$ cat src/rtl/mips_pkg.sv
// Shared MIPS core definitions: opcode constants and fetch sequencing states.
package mips_pkg;

  localparam logic [5:0] OP_RTYPE = 6'b000000;
  localparam logic [5:0] OP_J     = 6'b000010;
  localparam logic [5:0] OP_BEQ   = 6'b000100;
  localparam logic [5:0] OP_LW    = 6'b100011;
  localparam logic [5:0] OP_SW    = 6'b101011;
  localparam logic [5:0] OP_HALT  = 6'b111111;

  typedef enum logic [1:0] {
    START,
    FETCH,
    EXECUTE,
    HALTED
  } fetch_state_t;

  function automatic logic is_halt(input logic [31:0] word);
    return word[31:26] == OP_HALT;
  endfunction

endpackage

$ cat src/rtl/next_pc_logic.sv
// Next-PC selection: jump, taken branch, or sequential. Purely combinational so
// it can be shared with the pipelined core.
module next_pc_logic (
  input  logic [31:0] pc_plus4,
  input  logic [31:0] instr,
  input  logic        branch,
  input  logic        jump,
  input  logic        zero,
  output logic [31:0] next_pc
);

  logic [31:0] branch_off;
  logic        unused_opcode;

  assign unused_opcode = ^instr[31:26];

  always_comb begin
    branch_off = {{14{instr[15]}}, instr[15:0], 2'b00};
    if (jump) begin
      next_pc = {pc_plus4[31:28], instr[25:0], 2'b00};
    end else if (branch && zero) begin
      next_pc = pc_plus4 + branch_off;
    end else begin
      next_pc = pc_plus4;
    end
  end

endmodule

$ cat src/rtl/fetch_unit.sv
// Instruction fetch and sequencing: holds the PC, fetches over a variable-latency
// request/valid handshake and presents the captured instruction to the decoder.
module fetch_unit
  import mips_pkg::*;
#(
  parameter logic [31:0] RESET_PC = 32'h0000_0000
) (
  input  logic        clock_in,
  input  logic        reset_in,
  output logic        imem_req_out,
  output logic [31:0] imem_addr_out,
  input  logic        imem_valid_in,
  input  logic [31:0] imem_data_in,
  output logic [31:0] instr_out,
  output logic [5:0]  opcode_out,
  output logic        instr_valid_out,
  output logic [31:0] pc_out,
  output logic [31:0] pc_plus4_out,
  input  logic        branch_in,
  input  logic        jump_in,
  input  logic        zero_in,
  input  logic        step_done_in,
  output logic        halted_out
);

  localparam logic [31:0] PC_INIT = {RESET_PC[31:2], 2'b00};

  fetch_state_t state;
  logic [31:0]  pc;
  logic [31:0]  pc_plus4;
  logic [31:0]  instr;
  logic [31:0]  next_pc;
  logic         req_q;
  logic         ivalid_q;
  logic         halted_q;

  assign pc_plus4 = pc + 32'd4;

  next_pc_logic u_next_pc (
    .pc_plus4 (pc_plus4),
    .instr    (instr),
    .branch   (branch_in),
    .jump     (jump_in),
    .zero     (zero_in),
    .next_pc  (next_pc)
  );

  // Flags are updated alongside the state so every handshake output is a flop.
  always_ff @(posedge clock_in or posedge reset_in) begin
    if (reset_in) begin
      state    <= START;
      pc       <= PC_INIT;
      instr    <= '0;
      req_q    <= 1'b0;
      ivalid_q <= 1'b0;
      halted_q <= 1'b0;
    end else begin
      case (state)
        START: begin
          state <= FETCH;
          req_q <= 1'b1;
        end
        FETCH: begin
          if (imem_valid_in) begin
            instr <= imem_data_in;
            req_q <= 1'b0;
            if (is_halt(imem_data_in)) begin
              state    <= HALTED;
              halted_q <= 1'b1;
            end else begin
              state    <= EXECUTE;
              ivalid_q <= 1'b1;
            end
          end
        end
        EXECUTE: begin
          if (step_done_in) begin
            pc       <= next_pc;
            state    <= FETCH;
            ivalid_q <= 1'b0;
            req_q    <= 1'b1;
          end
        end
        HALTED: begin
        end
        default: begin
          state    <= START;
          req_q    <= 1'b0;
          ivalid_q <= 1'b0;
          halted_q <= 1'b0;
        end
      endcase
    end
  end

  assign imem_req_out    = req_q;
  assign imem_addr_out   = pc;
  assign pc_out          = pc;
  assign pc_plus4_out    = pc_plus4;
  assign instr_out       = instr;
  assign opcode_out      = instr[31:26];
  assign instr_valid_out = ivalid_q;
  assign halted_out      = halted_q;

endmodule
$ cat config.mk
export PLATFORM = sky130hd
export DESIGN_NAME = fetch_unit
export DESIGN_NICKNAME = d
export VERILOG_FILES = /design/src/rtl/mips_pkg.sv /design/src/rtl/next_pc_logic.sv /design/src/rtl/fetch_unit.sv
export SDC_FILE = /design/constraint.sdc
export NUM_CORES = 1
export LEC_CHECK = 0
export CORE_MARGIN = 4
export CORE_UTILIZATION = 48
export CTS_CLUSTER_DIAMETER = 80
export DETAILED_ROUTE_END_ITERATION = 10
export HOLD_SLACK_MARGIN = 0.1
export PLACE_DENSITY = 0.86
export SETUP_SLACK_MARGIN = 0.2
export SLEW_MARGIN = 20
export SYNTH_ARGS = -nofsm -noshare
export SYNTH_HDL_FRONTEND = slang
export SYNTH_SLANG_ARGS = --single-unit
$ cat constraint.sdc
create_clock -name clock_in -period 4.98 [get_ports clock_in]
set_input_delay 0.747 -clock clock_in [delete_from_list [all_inputs] [get_ports clock_in]]
set_output_delay 0.747 -clock clock_in [all_outputs]
set_load 0.05 [all_outputs]
Word-level counts from Yosys, hierarchy flattened:

Index checks and enable logic that the tools add are counted.

* register bits: 69
* output and inout port bits: 137

* equality and inequality tests: 6
* $add $sub $neg: 2
* muxes and demuxes: 13
* reductions and logical operators: 9

Operator list (count)
* two-way mux 32 bit: 2
* adder 32 x 3 -> 32 bit (second input constant): 1
* adder 32 bit: 1
* equality test 6 bit (second input constant): 1
* two-way mux 1 bit: 6
* != test 2 bit (second input constant): 3
* case mux 2 bit (3 select lines): 1
* AND reduction 3 bit: 2
* two-way mux 2 bit: 2
* AND reduction 2 bit: 2
* AND reduction 4 bit: 1
* case mux 1 bit (3 select lines): 1
* nonzero test 3 bit: 1
* equality test 2 x 1 -> 1 bit (second input constant): 1
* equality test 2 bit (second input constant): 1
* zero test 2 bit: 1
* case mux 1 bit (2 select lines): 1
* nonzero test 2 bit: 1
* logical AND 1 bit: 1

Depth between registers and ports, before layout:

Gate-level depths: netlist of the first run.

* word-level depth: 4
* gate-level depth with buffers: 16
* gate-level depth less buffers: 15

Cells and area by module:

Synthesis of the first run repeated with hierarchy kept, for this count alone.

* cells, all modules: 612
* area total of the unflattened synthesis: 5769.3 um^2

By module, submodules not included
* fetch_unit: area each 3528.4 um^2, times used 1, cells each 285, sequential area each 1726.7 um^2
* next_pc_logic: area each 2240.9 um^2, times used 1, cells each 327, sequential area each 0.0 um^2

Least setup slack after synthesis of the first run:

No wires, ideal clock.

* path type: register to register
* from: register pc[7] (netlist: imem_addr_out[7])
* to: register pc[29] (netlist: imem_addr_out[29])
* library setup time: 131 ps
* stages on the path, launching flop included: 16
* data required time: 4849 ps
* clock period less this slack: 4995 ps
* slack: -15 ps
* buffers on the path: 1
* arrival time: 4865 ps
* cells stage by stage: dfrtp_1 > nand4_1 > or2_2 > or3_1 > buf_6 > nor2_2 > nand2_1 > xnor2_1 > ha_1 > a21o_1 > a2111oi_0 > o22ai_1 > or2_2 > a311oi_1 > xor2_1 > o21ai_0

* longest elaborated chain between the ends: 4

RTL lines
* start, declared: RTL line fetch_unit.sv:29 `logic [31:0] pc;`
* start signal, assigned: RTL line fetch_unit.sv:78 `pc <= next_pc;`
* adder 32 x 3 -> 32 bit: RTL line fetch_unit.sv:37 `assign pc_plus4 = pc + 32'd4;`
* via pc_plus4_out[24]: RTL line fetch_unit.sv:18 `output logic [31:0] pc_plus4_out,`
* adder 32 bit: RTL line next_pc_logic.sv:22 `next_pc = pc_plus4 + branch_off;`
* two-way mux 32 bit: RTL line next_pc_logic.sv:21 `end else if (branch && zero) begin`
* two-way mux 32 bit: RTL line next_pc_logic.sv:19 `if (jump) begin`

The timed path passes the listed nets, and every way through them passes these cells.
A chain may end at the register's enable or synchronous reset.

Worst setup path after layout of the first run:

* from: register pc[12] (netlist: imem_addr_out[12])
* to: output pc_plus4_out[30]

* longest elaborated chain between the ends: 1

RTL lines (RTL line)
* adder 32 x 3 -> 32 bit: fetch_unit.sv:37
* end, declared: fetch_unit.sv:18

Every way passes these cells.

==> impl_metrics.json, run 1 <==
{
  "dieArea_um2": 13300,
  "die_h_um": 115.3,
  "initial_utilization_pct": 49.91,
  "place_area_um2": 7111,
  "clockRootBuffer": "clkbuf_16",
  "finalMaxSlewViolations": 0,
  "nNetsFinal": 858,
  "drt_iter0_markers": 502,
  "ys_seq_elements": 67,
  "die_w_um": 115.3,
  "via_per_inst": 6.000,
  "drtPass1Iterations": 5,
  "hold_class": "reg2reg",
  "ios": 176,
  "clk_latency_ns": 0.35,
  "vias": 5556,
  "rows": 38,
  "cts_buffers": 9,
  "grt_usage_pct": 28.14,
  "path_buf_inv": 1,
  "clock_skew_ns": 0.006699,
  "end_kind": "output pin",
  "port_buffers": 169,
  "cts-resized-gates": 0,
  "ys_types": 60,
  "postCtsHoldBufs": 0,
  "path_cells": "nand4_2 > or3_4 > or3_1 > nor4_1 > xor2_1 > clkdlybuf4s50_1",
  "fmax_mhz": 229.9,
  "crit_required_ns": 4.23,
  "postCtsSetupBuffers": 0,
  "cpMaxStageDelayCell": "clkdlybuf4s50_1",
  "ys_warn_count": 0,
  "n_antenna_cell": 0,
  "clkTransAtPathRegs_ns": 0.06,
  "synth-edff-count": 0,
  "finalWirelength_um": 18330,
  "final_cell_mix": "clkdlybuf4s50_1 (169), dfrtp_1 (67), nand2_1 (60)",
  "setup_tns_ns": 0,
  "fill_cells": 925,
  "drv_cap": 0,
  "post-route-min-period_ns": 4.349,
  "worstSetupPathType": "reg2out",
  "drc_errors": 0,
  "syn_area_per_cell_um2": 8.493,
  "grt_pass1_vias": 5474,
  "syn_to_final_growth_pct": 34.08,
  "tritoncts": "done",
  "setup_violations": 0,
  "wire_per_inst_um": 19.79,
  "h-tree-depth": 3,
  "cp_top_family": "simple AND/OR/NAND/NOR gates",
  "hold_violations": 0,
  "cp_max_fo": 7,
  "place.gp.congestion": 0.9404,
  "fin_crit_sh_pct": 87.33,
  "grt_max_degree": 40,
  "design_area_um2": 7413,
  "rsz0062_at_grt": "false",
  "worst_ep_arrival_time_ns": 3.60,
  "seq_area_frac_synth_pct": 30.32,
  "antenna_found_initial": 0,
  "status": "complete, no violations",
  "dominantRegCellSynth": "dfrtp_1",
  "synthCells": 651,
  "grt_pass1_wl_um": 29350,
  "async_reset_ff_share_pct": 100.0,
  "tightest_slew_ns": 0.9125,
  "synth_top_area_share_pct": 30.32,
  "layout-drive-gt1-share_pct": 9.160,
  "yosys-top-cells-area": "dfrtp_1 (30%), ha_1 (8.1%), mux2_2 (6.5%), buf_4 (5.7%), o21ai_0 (5.3%)",
  "start_kind": "flop",
  "core_area_um2": 11080,
  "max_stage_delay_ns": 0.86,
  "clk_path_buf_depth": 2,
  "cts_sinks": 67,
  "grt_remaining_overflow": 0,
  "synth_area_um2": 5529,
  "dp_hpwl_um": 13860,
  "synth_top_area_cell": "dfrtp_1",
  "drtAntennaViolNets": 0,
  "max_slew_margin_pct": 39.17,
  "final_common_cell": "clkdlybuf4s50_1"
}
## logic make-up (layout without fill, tap and decap cells)
kind of cell,after synthesis,in the layout,synth area share (%)
XOR/XNOR,51,51,8.215
adder cells (fa/ha/maj),37,37,8.509
other,1,6,0.06782
AO/OA/AOI/OAI,191,191,21.02
flip-flops,67,67,30.32
AND/OR/NAND/NOR,186,186,16.18
multiplexers,35,35,7.061
buffers and inverters,83,213,8.622
## synth_stat cells, drive strengths merged, types with 3 or more instances
cell and number:
dfrtp 67, nor3 13, or2 4, clkbuf 21, nand3 20, nand4 11
a2111oi 3, o221ai 5, o211ai 7, a22oi 7, nand2 60, o21a 4
o21bai 4, a21oi 54, inv 18, ha 36, a221oi 3, o22ai 5
xnor2 26, mux2 32, a211oi 5, mux2i 3, xor2 25, a31oi 6
o21ai 60, nor4 4, nor2b 3, or3 7, a21o 14, and3 5
nand2b 3, buf 44, nor2 48
## flip-flops by register name, summed over array words and instances (netlist names)
name	flops
instr_out	32
imem_addr_out	30
state	2
halted_out	1
imem_req_out	1
instr_valid_out	1
## per-layer routing
layer  vias up  GRT usage [%]  routed length, um  part of all wire, %
li1       2566              -                  -                    -
met1      2679          36.16               7564                   41
met2       277          46.99               8858                   48
met3        34          7.526               1528                  8.3
met4         0          7.512                376                  2.1
met5         -              0                  0                    0
## cell type report
cell class	instances	area [um^2]	share of cell area [%]
clock buffers	11	252.7	3.409
clock inverters	4	50.05	0.6751
inverters	18	67.56	0.9114
multi-input cells	506	3417	46.09
flip-flops and latches	67	1677	22.62
well taps	140	175.2	2.363
repair buffers	180	1774	23.93
## worst reg2reg max path: cells and delay by family (launching register included)
family	cells	cell delay, ns
adders and majority gates	1	0.44
xor gates and xnor gates	2	0.35
DFF	1	0.47
and+or+nand+nor	6	1.67
AOI/OAI and AO/OA	5	1.19
## worst paths after layout
path                                                 endpoint                           from  slack, ns  cells past startpoint
worst min-delay path                   halted_out$_DFFE_PP0P_         halted_out$_DFFE_PP0P_       0.48                      2
min in group asynchronous           instr_out[26]$_DFFE_PP0P_                       reset_in       0.87                      2
worst min register to register         halted_out$_DFFE_PP0P_         halted_out$_DFFE_PP0P_       0.48                      2
worst max register to register  imem_addr_out[29]$_DFFE_PP0P_  imem_addr_out[12]$_DFFE_PP0P_       0.74                     14
max in group asynchronous        imem_addr_out[4]$_DFFE_PP0P_                       reset_in       3.15                      3
worst max-delay path                         pc_plus4_out[30]  imem_addr_out[12]$_DFFE_PP0P_       0.63                      6
## through the flow
stage | hold slack [ns] | worst slack, ns | utilization, % | cells
5_1_grt | 0.5089 | 0.3953 | 66.92 | 926
2_1_floorplan | 0.4891 | 0.2291 | - | 656
4_1_cts | 0.4865 | 0.6412 | 66.92 | 926
6_report | 0.4840 | 0.6311 | 66.92 | 926
3_3_place_gp | 0.4528 | 0.8610 | 64.19 | 911
3_5_place_dp | 0.4734 | 0.7961 | 64.19 | 911
Power of run 1 is left out: the tool's default activity adds up to more than one toggle a clock period on the data nets, which glitch-free logic cannot reach.
==> run 2, diff against run 1 <==
--- a/config.mk
+++ b/config.mk
@@ -7,11 +7,11 @@
 export LEC_CHECK = 0
 export CORE_MARGIN = 4
 export CORE_UTILIZATION = 48
-export CTS_CLUSTER_DIAMETER = 80
 export DETAILED_ROUTE_END_ITERATION = 10
 export HOLD_SLACK_MARGIN = 0.1
 export PLACE_DENSITY = 0.86
 export SETUP_SLACK_MARGIN = 0.2
+export SKIP_LAST_GASP = 1
 export SLEW_MARGIN = 20
 export SYNTH_ARGS = -nofsm -noshare
 export SYNTH_HDL_FRONTEND = slang
==> results of run 2 <==
Final layout, timing and power as in run 1 (identical DEF).
Power of run 2 is left out for the same reason.
==> run 3, diff against run 2 <==
--- a/config.mk
+++ b/config.mk
@@ -6,13 +6,16 @@
 export NUM_CORES = 1
 export LEC_CHECK = 0
 export CORE_MARGIN = 4
-export CORE_UTILIZATION = 48
+export CORE_UTILIZATION = 49
+export CTS_BUF_LIST = sky130_fd_sc_hd__clkbuf_8
 export DETAILED_ROUTE_END_ITERATION = 10
 export HOLD_SLACK_MARGIN = 0.1
-export PLACE_DENSITY = 0.86
+export MAX_ROUTING_LAYER = met4
+export PLACE_DENSITY = 0.88
 export SETUP_SLACK_MARGIN = 0.2
 export SKIP_LAST_GASP = 1
 export SLEW_MARGIN = 20
 export SYNTH_ARGS = -nofsm -noshare
 export SYNTH_HDL_FRONTEND = slang
 export SYNTH_SLANG_ARGS = --single-unit
+export TNS_END_PERCENT = 100
==> run 3 against run 2 <==
Via count increased by 0.70%. Global-route usage is 1.5 points higher. Critical path depth did not move. Sequential share of layout area increased by 0.31 points. Critical path type unchanged. Largest cell class unchanged.
==> impl_metrics.json, run 3 (synthesis results as in run 1) <==
{
  "hold_class": "reg2reg",
  "grt_remaining_overflow": 0,
  "max_stage_delay_ns": 0.84,
  "clkTransAtPathRegs_ns": 0.08,
  "cts_buffers": 9,
  "cts_sinks": 67,
  "whs_path_depth": 2,
  "drtPass1Iterations": 5,
  "nNetsFinal": 858,
  "post-route-min-period_ns": 4.462,
  "postCtsHoldBufs": 0,
  "fin_crit_sh_pct": 89.59,
  "max_slew_margin_pct": 44.18,
  "grt_pass1_wl_um": 29580,
  "tritoncts": "done",
  "hold_end": "halted_out$_DFFE_PP0P_",
  "end_kind": "output pin",
  "ios": 176,
  "rows": 38,
  "start_kind": "flop",
  "largest_reg_flops": 32,
  "h-tree-depth": 3,
  "hold_violations": 0,
  "fmax_mhz": 224.1,
  "cp_max_fo": 8,
  "die_h_um": 114.2,
  "min_from": "halted_out$_DFFE_PP0P_",
  "via_per_inst": 6.036,
  "vias": 5595,
  "cpMaxStageDelayCell": "clkdlybuf4s50_1",
  "crit_required_ns": 4.23,
  "wire_per_inst_um": 20.03,
  "port_buffers": 169,
  "status": "complete, no violations",
  "n_antenna_cell": 0,
  "clockRootBuffer": "clkbuf_8",
  "postCtsSetupBuffers": 0,
  "clk_path_buf_depth": 2,
  "dieArea_um2": 13050,
  "path_cells": "nand4_2 > or3_4 > or3_1 > nor4_1 > xor2_1 > clkdlybuf4s50_1",
  "initial_utilization_pct": 50.56,
  "drtAntennaViolNets": 0,
  "grt_pass1_vias": 5672,
  "dp_slack_ns": 0.6615,
  "finalMaxSlewViolations": 0,
  "reg2reg_to": "imem_addr_out[29]$_DFFE_PP0P_",
  "syn_to_final_growth_pct": 32.25,
  "cts-resized-gates": 0,
  "final_common_cell": "clkdlybuf4s50_1",
  "antenna_found_initial": 0,
  "tightest_slew_ns": 0.8347,
  "grt_usage_pct": 29.60,
  "worstSetupPathType": "reg2out",
  "fill_cells": 913,
  "drc_errors": 0,
  "drt_iter0_markers": 440,
  "final_cell_mix": "clkdlybuf4s50_1 (169), dfrtp_1 (67), nand2_1 (60)",
  "core_area_um2": 10940,
  "finalWorstSetupSlack_ns": 0.5183,
  "rsz0062_at_grt": "false",
  "clk_latency_ns": 0.38,
  "r2r_cells": 14,
  "dp_hpwl_um": 14140,
  "die_w_um": 114.2,
  "worst_ep_arrival_time_ns": 3.71,
  "clock_skew_ns": 0.01661,
  "layout-drive-gt1-share_pct": 9.149,
  "place.gp.congestion": 0.9254,
  "worstReg2RegStart": "imem_addr_out[11]$_DFFE_PP0P_",
  "drv_cap": 0,
  "grt_max_degree": 40,
  "finalWirelength_um": 18570,
  "setup_violations": 0,
  "setup_tns_ns": 0,
  "r2r_slack_ns": 0.54
}
## run 3: cell count changes in the layout (fill, tap and decap cells not counted), sizes merged
cell      previous run  this run
clkbuf              11         9
clkinv               1         4
clkinvlp             2         0
inv                 18        20
## run 3: cell type report
| class | instances | area [um^2] | share of cell area (%) |
|---|---|---|---|
| inverter | 18 | 67.56 | 0.9240 |
| multi-input combinational | 506 | 3417 | 46.73 |
| tap | 140 | 175.2 | 2.396 |
| sequential | 67 | 1677 | 22.93 |
| clock buffer | 9 | 123.9 | 1.694 |
| clock inverter | 7 | 77.57 | 1.061 |
| timing repair buffer | 180 | 1774 | 24.26 |
## run 3: how the worst max path moves through the flow
stage	start	to	slack, ns	cells after the start
6_report	imem_addr_out[11]$_DFFE_PP0P_	pc_plus4_out[30]	0.52	6
5_1_grt	imem_addr_out[7]$_DFFE_PP0P_	imem_addr_out[29]$_DFFE_PP0P_	0.32	14
4_1_cts	imem_addr_out[12]$_DFFE_PP0P_	pc_plus4_out[25]	0.56	7
3_5_place_dp	imem_addr_out[12]$_DFFE_PP0P_	imem_addr_out[29]$_DFFE_PP0P_	0.66	14
3_3_place_gp	imem_addr_out[11]$_DFFE_PP0P_	imem_addr_out[29]$_DFFE_PP0P_	0.79	14
2_1_floorplan	imem_addr_out[7]$_DFFE_PP0P_	imem_addr_out[29]$_DFFE_PP0P_	0.23	14
## run 3: worst max-delay path: cells and delay by family (launching register included)
kind,cells,cell delay [ns]
and+or+nand+nor,4,1.72
xor gates and xnor gates,1,0.26
DFF,1,0.51
buffers and inverters,1,0.84
## run 3: through the flow
stage	instance area, um^2	hold WS (ns)	instances	util [%]
finish	7312	0.5052	927	66.87
global route	7312	0.5323	927	66.87
CTS	7312	0.5086	927	66.87
detailed placement	7111	0.4728	911	65.02
global placement	7111	0.4522	911	65.02
floorplan	5570	0.4891	656	-
## run 3: layer usage
metal  vias to the layer above  GRT usage (%)  share of wire [%]
met2                       299          47.27                 49
li1                       2573              -                  -
met5                         -              -                  0
met4                         0          12.75                2.6
met1                      2677          37.19                 42
met3                        46          4.968                7.0
Power of run 3 is left out for the same reason.
